--- src/rtl/perf_pkg.sv ---
// Shared types and defaults for the performance-counter bank.
package perf_pkg;

  localparam int PERF_BANK_DEF_WIDTH = 64;
  localparam int PERF_BANK_DEF_INC_W = 4;

  typedef enum logic [1:0] {
    S_IDLE     = 2'd0,
    S_COUNTING = 2'd1,
    S_CLEAR    = 2'd2
  } perf_bank_state_t;

endpackage

--- src/rtl/perf_counter_lane.sv ---
// One counter lane: live counter, shadow copy and sticky overflow flag.
module perf_counter_lane
  import perf_pkg::*;
#(
  parameter int WIDTH    = PERF_BANK_DEF_WIDTH,
  parameter int INC_W    = PERF_BANK_DEF_INC_W,
  parameter int SATURATE = 0
) (
  input  logic             clk,
  input  logic             rst,
  input  logic             inc_en,
  input  logic [INC_W-1:0] amount,
  input  logic             clear,
  input  logic             snap,
  output logic [WIDTH-1:0] cnt,
  output logic [WIDTH-1:0] shadow,
  output logic             ovf
);

  logic [WIDTH-1:0] r_cnt;
  logic [WIDTH-1:0] r_shadow;
  logic             r_ovf;
  logic [WIDTH:0]   w_sum;
  logic             w_carry;

  // Carry-out either wraps to the low bits or clamps to all-ones.
  function automatic logic [WIDTH-1:0] f_wrap_or_sat(input logic [WIDTH:0] sum);
    if (sum[WIDTH] && (SATURATE != 0)) return '1;
    return sum[WIDTH-1:0];
  endfunction

  assign w_sum   = {1'b0, r_cnt} + (WIDTH+1)'(amount);
  assign w_carry = w_sum[WIDTH];

  always_ff @(posedge clk) begin
    if (rst) begin
      r_cnt    <= '0;
      r_shadow <= '0;
      r_ovf    <= 1'b0;
    end else begin
      // Shadow takes the pre-edge value, so same-edge increments/clears are excluded.
      if (snap) r_shadow <= r_cnt;
      if (clear) begin
        r_cnt <= '0;
        r_ovf <= 1'b0;
      end else if (inc_en) begin
        r_cnt <= f_wrap_or_sat(w_sum);
        if (w_carry) r_ovf <= 1'b1;
      end
    end
  end

  assign cnt    = r_cnt;
  assign shadow = r_shadow;
  assign ovf    = r_ovf;

endmodule

--- src/rtl/perf_counter_bank.sv ---
// Bank of counter lanes under one start/clear FSM, with a registered
// live/shadow read port.
module perf_counter_bank
  import perf_pkg::*;
#(
  parameter int NUM_CNT  = 8,
  parameter int WIDTH    = PERF_BANK_DEF_WIDTH,
  parameter int INC_W    = PERF_BANK_DEF_INC_W,
  parameter int SATURATE = 0,
  parameter int IDX_W    = (NUM_CNT > 1) ? $clog2(NUM_CNT) : 1
) (
  input  logic                     clk,
  input  logic                     rst,
  input  logic                     toggle_trigger,
  input  logic                     clear_trigger,
  input  logic                     snapshot_trigger,
  input  logic [NUM_CNT-1:0]       inc_valid,
  input  logic [NUM_CNT*INC_W-1:0] inc_amount,
  input  logic                     rd_en,
  input  logic [IDX_W-1:0]         rd_idx,
  input  logic                     rd_shadow,
  output logic                     rd_valid,
  output logic [WIDTH-1:0]         rd_data,
  output logic [NUM_CNT-1:0]       ovf_sticky,
  output logic                     counting
);

  perf_bank_state_t r_state;
  perf_bank_state_t w_state_nxt;
  logic             w_in_count;
  logic             w_in_clear;
  logic [WIDTH-1:0] w_live [NUM_CNT];
  logic [WIDTH-1:0] w_shad [NUM_CNT];
  logic [WIDTH-1:0] w_rd_sel;
  logic             r_rd_valid;
  logic [WIDTH-1:0] r_rd_data;

  always_comb begin
    w_state_nxt = r_state;
    case (r_state)
      S_IDLE: begin
        if (clear_trigger)       w_state_nxt = S_CLEAR;
        else if (toggle_trigger) w_state_nxt = S_COUNTING;
      end
      S_COUNTING: if (clear_trigger) w_state_nxt = S_CLEAR;
      S_CLEAR:    w_state_nxt = S_IDLE;
      default:    w_state_nxt = S_IDLE;
    endcase
  end

  always_ff @(posedge clk) begin
    if (rst) r_state <= S_IDLE;
    else     r_state <= w_state_nxt;
  end

  assign w_in_count = (r_state == S_COUNTING);
  assign w_in_clear = (r_state == S_CLEAR);
  assign counting   = w_in_count;

  for (genvar gi = 0; gi < NUM_CNT; gi++) begin : g_lane
    perf_counter_lane #(
      .WIDTH    (WIDTH),
      .INC_W    (INC_W),
      .SATURATE (SATURATE)
    ) u_lane (
      .clk    (clk),
      .rst    (rst),
      .inc_en (w_in_count & toggle_trigger & inc_valid[gi]),
      .amount (inc_amount[gi*INC_W +: INC_W]),
      .clear  (w_in_clear),
      .snap   (snapshot_trigger),
      .cnt    (w_live[gi]),
      .shadow (w_shad[gi]),
      .ovf    (ovf_sticky[gi])
    );
  end

  // Indices with no matching lane fall through to zero.
  always_comb begin
    w_rd_sel = '0;
    for (int i = 0; i < NUM_CNT; i++) begin
      if (rd_idx == IDX_W'(i)) w_rd_sel = rd_shadow ? w_shad[i] : w_live[i];
    end
  end

  always_ff @(posedge clk) begin
    if (rst) begin
      r_rd_valid <= 1'b0;
      r_rd_data  <= '0;
    end else begin
      r_rd_valid <= rd_en;
      if (rd_en) r_rd_data <= w_rd_sel;
    end
  end

  assign rd_valid = r_rd_valid;
  assign rd_data  = r_rd_data;

endmodule

--- config.mk ---
export PLATFORM = sky130hd
export DESIGN_NAME = perf_counter_bank
export DESIGN_NICKNAME = d
export VERILOG_FILES = /design/src/rtl/perf_pkg.sv /design/src/rtl/perf_counter_lane.sv /design/src/rtl/perf_counter_bank.sv
export SDC_FILE = /design/constraint.sdc
export NUM_CORES = 2
export LEC_CHECK = 0
export ABC_AREA = 1
export BUFFER_PORTS_ARGS = -buffer_cell sky130_fd_sc_hd__buf_2
export CAP_MARGIN = 15
export CORE_ASPECT_RATIO = 1.1
export CORE_UTILIZATION = 45
export CTS_CLUSTER_SIZE = 20
export DETAILED_ROUTE_END_ITERATION = 8
export GPL_TIMING_DRIVEN = 0
export PLACE_DENSITY_LB_ADDON = 0.12
export SETUP_SLACK_MARGIN = 0.3
export SYNTH_ARGS = -nofsm -noshare
export SYNTH_HDL_FRONTEND = slang
export SYNTH_SLANG_ARGS = --single-unit
--- constraint.sdc ---
create_clock -name clk -period 2.6 [get_ports clk]
set_clock_uncertainty 0.05 [all_clocks]
set_input_delay 0.13 -clock clk [delete_from_list [all_inputs] [get_ports clk]]
set_output_delay 0.13 -clock clk [all_outputs]
set_load 0.05 [all_outputs]
### Word level (Yosys, flattened, before mapping)

Cells that the tools add are included.

| storage, ports and cells | value |
|---|---|
| register bits | 1,099 |

| operators by class | value |
|---|---|
| equality and inequality tests | 11 |
| reduce and logical (&&, ||, !) cells | 12 |
| bitwise operators | 9 |
| add/sub/neg operators | 8 |
| muxes and demuxes | 20 |

Operator list:

| cell | number |
|---|---|
| 64-bit two-way mux | 16 |
| 64-bit by 4-bit adder with 65-bit output | 8 |
| 2-bit AND reduction | 9 |
| 3-bit == test, second input constant | 4 |
| 1-bit AND | 9 |
| 3-bit by 2-bit == test with 1-bit output, second input constant | 2 |
| 2-bit two-way mux | 3 |
| 2-bit one-hot mux with 2 select lines | 1 |
| 3-bit by 1-bit == test with 1-bit output, second input constant | 1 |
| 3-bit zero test | 1 |
| 3-bit inequality test, second input constant | 1 |
| 2-bit by 1-bit == test with 1-bit output, second input constant | 1 |
| 2-bit == test, second input constant | 1 |
| 2-bit zero test | 1 |
| 2-bit inequality test, second input constant | 1 |
| 2-bit OR reduction | 1 |

### Logic depth before layout (Yosys ltp)

| depth | value |
|---|---|
| word-level depth | 9 |
| depth in mapped cells | 14 |
| depth with buffers taken out | 14 |

### Hierarchy

A second synthesis with hierarchy kept.

| unflattened totals | value |
|---|---|
| cells, all modules | 10,325 |
| area, all modules | 64,090.2 µm² |

By module, submodules not included:

| module | seq. area each (µm²) | instances | area each (µm²) | cells an instance |
|---|---|---|---|---|
| perf_counter_lane (g_lane[2].u_lane ...) | 2,582.5 | 5 | 6,496.2 | 967 |
| perf_counter_lane (g_lane[0].u_lane ...) | 2,582.5 | 2 | 6,329.8 | 958 |
| perf_counter_bank | 1,341.3 | 1 | 12,570.8 | 2,612 |
| perf_counter_lane (g_lane[7].u_lane) | 2,582.5 | 1 | 6,378.6 | 962 |

### Least setup slack after synthesis

Ideal clock, no wire load.

| timing | value |
|---|---|
| path kind | register to register |
| start | register g_lane[3].u_lane.r_cnt[0] |
| end | register g_lane[3].u_lane.r_cnt[46] |
| stages on the path, launching flop included | 15 |
| path slack | 0.507 ns |
| library setup time | 0.065 ns |
| arrival time | 1.978 ns |
| required time | 2.485 ns |
| path through | dfxtp_1 ha_1 inv_1 fa_1 inv_1 nand3_1 nand2_1 nand2_1 nor2_2 nand2_1 nor2_1 nand2_1 o21ai_1 nand2_1 nor2_1 |

| between the ends | value |
|---|---|
| cells in the longest elaborated chain, start to end | 1 |

RTL lines:

| item | RTL line | RTL |
|---|---|---|
| start: declaration | perf_counter_lane.sv:20 | `logic [WIDTH-1:0] r_cnt;` |
| start signal: assignment | perf_counter_lane.sv:47 | `r_cnt <= f_wrap_or_sat(w_sum);` |
| 64-bit by 4-bit adder with 65-bit output | perf_counter_lane.sv:32 | `assign w_sum = {1'b0, r_cnt} + (WIDTH+1)'(amount);` |

No other way between the ends.
A chain may end at the register's enable or synchronous reset.

### Worst setup path in the final report

| timing | value |
|---|---|
| start | register g_lane[6].u_lane.r_cnt[44] |
| end | register r_rd_data[44] (netlist: rd_data[44]) |

| between the ends | value |
|---|---|
| cells in the longest elaborated chain, start to end | 3 |

RTL lines:

| item | RTL line | RTL |
|---|---|---|
| start: declaration | perf_counter_lane.sv:20 |  |
| start signal: assignment | perf_counter_lane.sv:47 |  |
| 64-bit two-way mux (3 in a row) | perf_counter_bank.sv:82 | `if (rd_idx == IDX_W'(i)) w_rd_sel = rd_shadow ? w_shad[i] : w_live[i];` |
| end signal: assignment | perf_counter_bank.sv:92 | `if (rd_en) r_rd_data <= w_rd_sel;` |
| end: declaration | perf_counter_bank.sv:36 | `logic [WIDTH-1:0] r_rd_data;` |

No other way between the ends.

==> results.json <==
{
  "outcome": "finished clean",
  "p_switching_w": 0.0112,
  "n_fill_cell": 14475,
  "postSynthCellCount": 10245,
  "synth_top_area_frac": 0.347,
  "start_util": 0.453,
  "dp_cells": 12198,
  "dpl.hpwl_um": 250000,
  "cap_violations": 0,
  "cp-start-kind": "flop",
  "finalSetupViolations": 0,
  "p_per_area_mw_per_mm2": 569,
  "dieArea_mm2": 0.142,
  "via_per_inst": 5.80,
  "ant_nets": 0,
  "grt_pass1_vias": 64200,
  "reg2reg_slack_ns": 0.16,
  "vias": 72701,
  "internal-power_w": 0.0302,
  "period_needed_ns": 2.44,
  "hold_viol": 0,
  "grt_pass1_wl_um": 436000,
  "cts_max_level": 4,
  "fin_crit_sh": 0.938,
  "die_h_um": 396,
  "grt.busiest_layer": "met2",
  "crit_chain": "inv_1 -> o21ai_0 -> a21oi_1 -> nand4_1 -> nand2_1 -> a21oi_1",
  "yosysTopAreaCell": "dfxtp_1",
  "clock_sinks": 1099,
  "gr-total-overflow": 0,
  "synth.cell_area_mm2": 0.0634,
  "final_util": 0.519,
  "crit_type": "reg2reg",
  "critPathMaxFanout": 5,
  "switching_share": 0.270,
  "grt_use_met2": 0.606,
  "ir_drop_v": 0.000693,
  "wl_per_cell_um": 24.7,
  "grtUsageMet1": 0.579,
  "row_count": 144,
  "grt_util_all_layers": 0.418,
  "drv_slew": 0,
  "syn_avg_cell_area_um2": 6.19,
  "grt_max_degree": 17,
  "first_pass_iters": 8,
  "synth_nets": 10335,
  "arrival_ns": 3.12,
  "cts.reportedPaths.clkPinSlew_ns": 0.06,
  "root_buffer": "clkbuf_16",
  "timing.final.ws_setup_ns": 0.161,
  "drive_gt1_frac": 0.0747,
  "worst_path_max_delay_cell": "o21ai_0",
  "clk_latency_ns": 0.82,
  "ys_seq_area_frac": 0.347,
  "antenna_found_initial": 22,
  "worst_pin_slew_ns": 1.30,
  "place_ws_ns": -1.18,
  "port-buffer-count": 119,
  "drcViolationCount": 0,
  "hp-class": "in2reg",
  "core_region_area_mm2": 0.140,
  "max_freq_ghz": 0.410,
  "crit_buf_inv": 1,
  "slew_headroom": 0.124,
  "path_common_cell": "a21oi_1",
  "rsz0062_at_grt": "yes",
  "p_comb_frac": 0.087,
  "io_pins": 124,
  "nets": 10680,
  "final_cells": 12526,
  "wl_um": 309000,
  "cp.required_ns": 3.28,
  "ys.flop_type": "dfxtp_1",
  "cts_tree": "done",
  "cp_top_family": "compound AO/OA/AOI/OAI gates",
  "p_clk_frac": 0.490,
  "area_growth_syn_to_layout_pct": 14.5,
  "p_leak_nw": 25.6,
  "synthTopCellsByArea": "dfxtp_1, nand2_1, nor2_1, a211oi_1, a21oi_1",
  "cts.path.max_buffers": 3,
  "place_congestion": 1.10,
  "power.total_w": 0.0413,
  "p_seq_frac": 0.423,
  "ys_ff_latch": 1099,
  "die_x_um": 360,
  "first_iter_violations": 9188,
  "synth_edf_count": 0,
  "cts_buffers": 132,
  "max_stage_delay_ns": 1.02,
  "gr-usage-met3": 0.0878,
  "ys_types": 51,
  "endpoint_kind": "flop",
  "async_flop_share": 0,
  "yosysWarnings": 0
}
## power groups by stage
stage	sequential (W)	clock, W	combinational, W
after floorplan	0.0179	0	0.00175
after global placement	0.0178	0	0.00327
after detailed placement	0.0179	0	0.00333
after CTS	0.0175	0.0202	0.00342
after global routing	0.0175	0.0209	0.00372
final	0.0175	0.0202	0.00358
## cells in the mapped netlist, types with 7 or more instances
cell type,instances
nand2_2,7
and2_1,24
clkbuf_1,315
mux2i_1,18
nand2_1,3024
o21ai_1,85
buf_4,22
buf_1,27
nand3_1,456
buf_2,120
a21oi_1,723
nor3_1,77
dfxtp_1,1099
o21a_1,16
nand4_1,207
nor4_1,10
inv_1,896
o21bai_1,7
nor2_4,8
nand3b_1,18
o211ai_1,17
nor2_1,1779
nor3_2,9
xor2_1,156
nand3_2,8
ha_1,32
a211oi_1,496
nor2_2,43
o21ai_0,454
inv_2,20
fa_1,8
## registers in the layout, indices dropped and copies added, names as in the netlist
signal	count
rd_data	64
rd_valid	1
g_lane.u_lane.cnt	512
r_state	2
g_lane.u_lane.shadow	512
g_lane.u_lane.ovf	8
## cells in the final DEF (no fill, tap or decap), types with 207 or more instances in the layout
master | Yosys | final
a211oi_1 | 496 | 496
a21oi_1 | 723 | 722
buf_2 | 120 | 237
clkbuf_1 | 315 | 301
dfxtp_1 | 1099 | 1088
inv_1 | 896 | 892
nand2_1 | 3024 | 3008
nand3_1 | 456 | 448
nand4_1 | 207 | 207
nor2_1 | 1779 | 1726
o21ai_0 | 454 | 434
## cell type report
class,instances,area (um^2),area share
Antenna cell,9,22.5,0.000310
Clock inverter,47,728,0.0100
Timing Repair Buffer,211,1500,0.0207
Multi-Input combinational cell,7738,36500,0.503
Sequential cell,1099,22000,0.303
Buffer,487,2190,0.0302
Inverter,921,3480,0.0479
Clock buffer,189,3890,0.0536
Tap cell,1825,2280,0.0315
## path summary, 6_finish.rpt
check / endpoint / start / cells after the start
worst max-delay path: rd_data[44] / g_lane[6].u_lane.cnt[44] / 6
worst min register to register: g_lane[1].u_lane.ovf / g_lane[1].u_lane.ovf / 2
worst min-delay path: g_lane[5].u_lane.shadow[6] / snapshot_trigger / 4
worst max register to register: rd_data[44] / g_lane[6].u_lane.cnt[44] / 6
## worst reg2reg max path, cell delays in order (launching register included)
cell,delay [ns]
dfxtp_1,0.39
inv_1,0.13
o21ai_0,1.02
a21oi_1,0.27
nand4_1,0.31
nand2_1,0.09
a21oi_1,0.13
## layer usage
| layer | wire length [um] | vias up |
|---|---|---|
| met5 | 87 | - |
| li1 | - | 33919 |
| met2 | 127000 | 3832 |
| met4 | 18800 | 16 |
| met1 | 132000 | 34284 |
| met3 | 32000 | 650 |
## what timing repair did
action	in CTS	in global routing
setup buffers	8	26
pin swaps	4	32
endpoints found under the hold margin	204	0
hold buffers	49	0
gates resized for setup	87	183
setup endpoints to repair	522	287
## through the flow
stage               hold slack [ns]  setup TNS, ns  area [um^2]
detailed placement            0.263         -76.94        66400
global placement              0.258        -233.86        66300
CTS                         0.00283              0        71900
finish                       0.0809              0        72600
floorplan                     0.159              0        63400
global route                 0.0917              0        72600
## cell families (layout without fill, tap and decap cells)
| group | count (synthesis) | count (layout) | synth area share |
|---|---|---|---|
| and+or+nand+nor | 5705 | 5705 | 0.367 |
| muxes | 18 | 18 | 0.00284 |
| buffers and inverters | 1408 | 1855 | 0.0875 |
| AOI/OAI and AO/OA | 1813 | 1813 | 0.165 |
| DFF | 1099 | 1099 | 0.347 |
| xor gates and xnor gates | 162 | 162 | 0.0224 |
| other | 0 | 9 | 0 |
| adders and majority gates | 40 | 40 | 0.00884 |
Note: power is estimated with default switching activity, not from simulation.
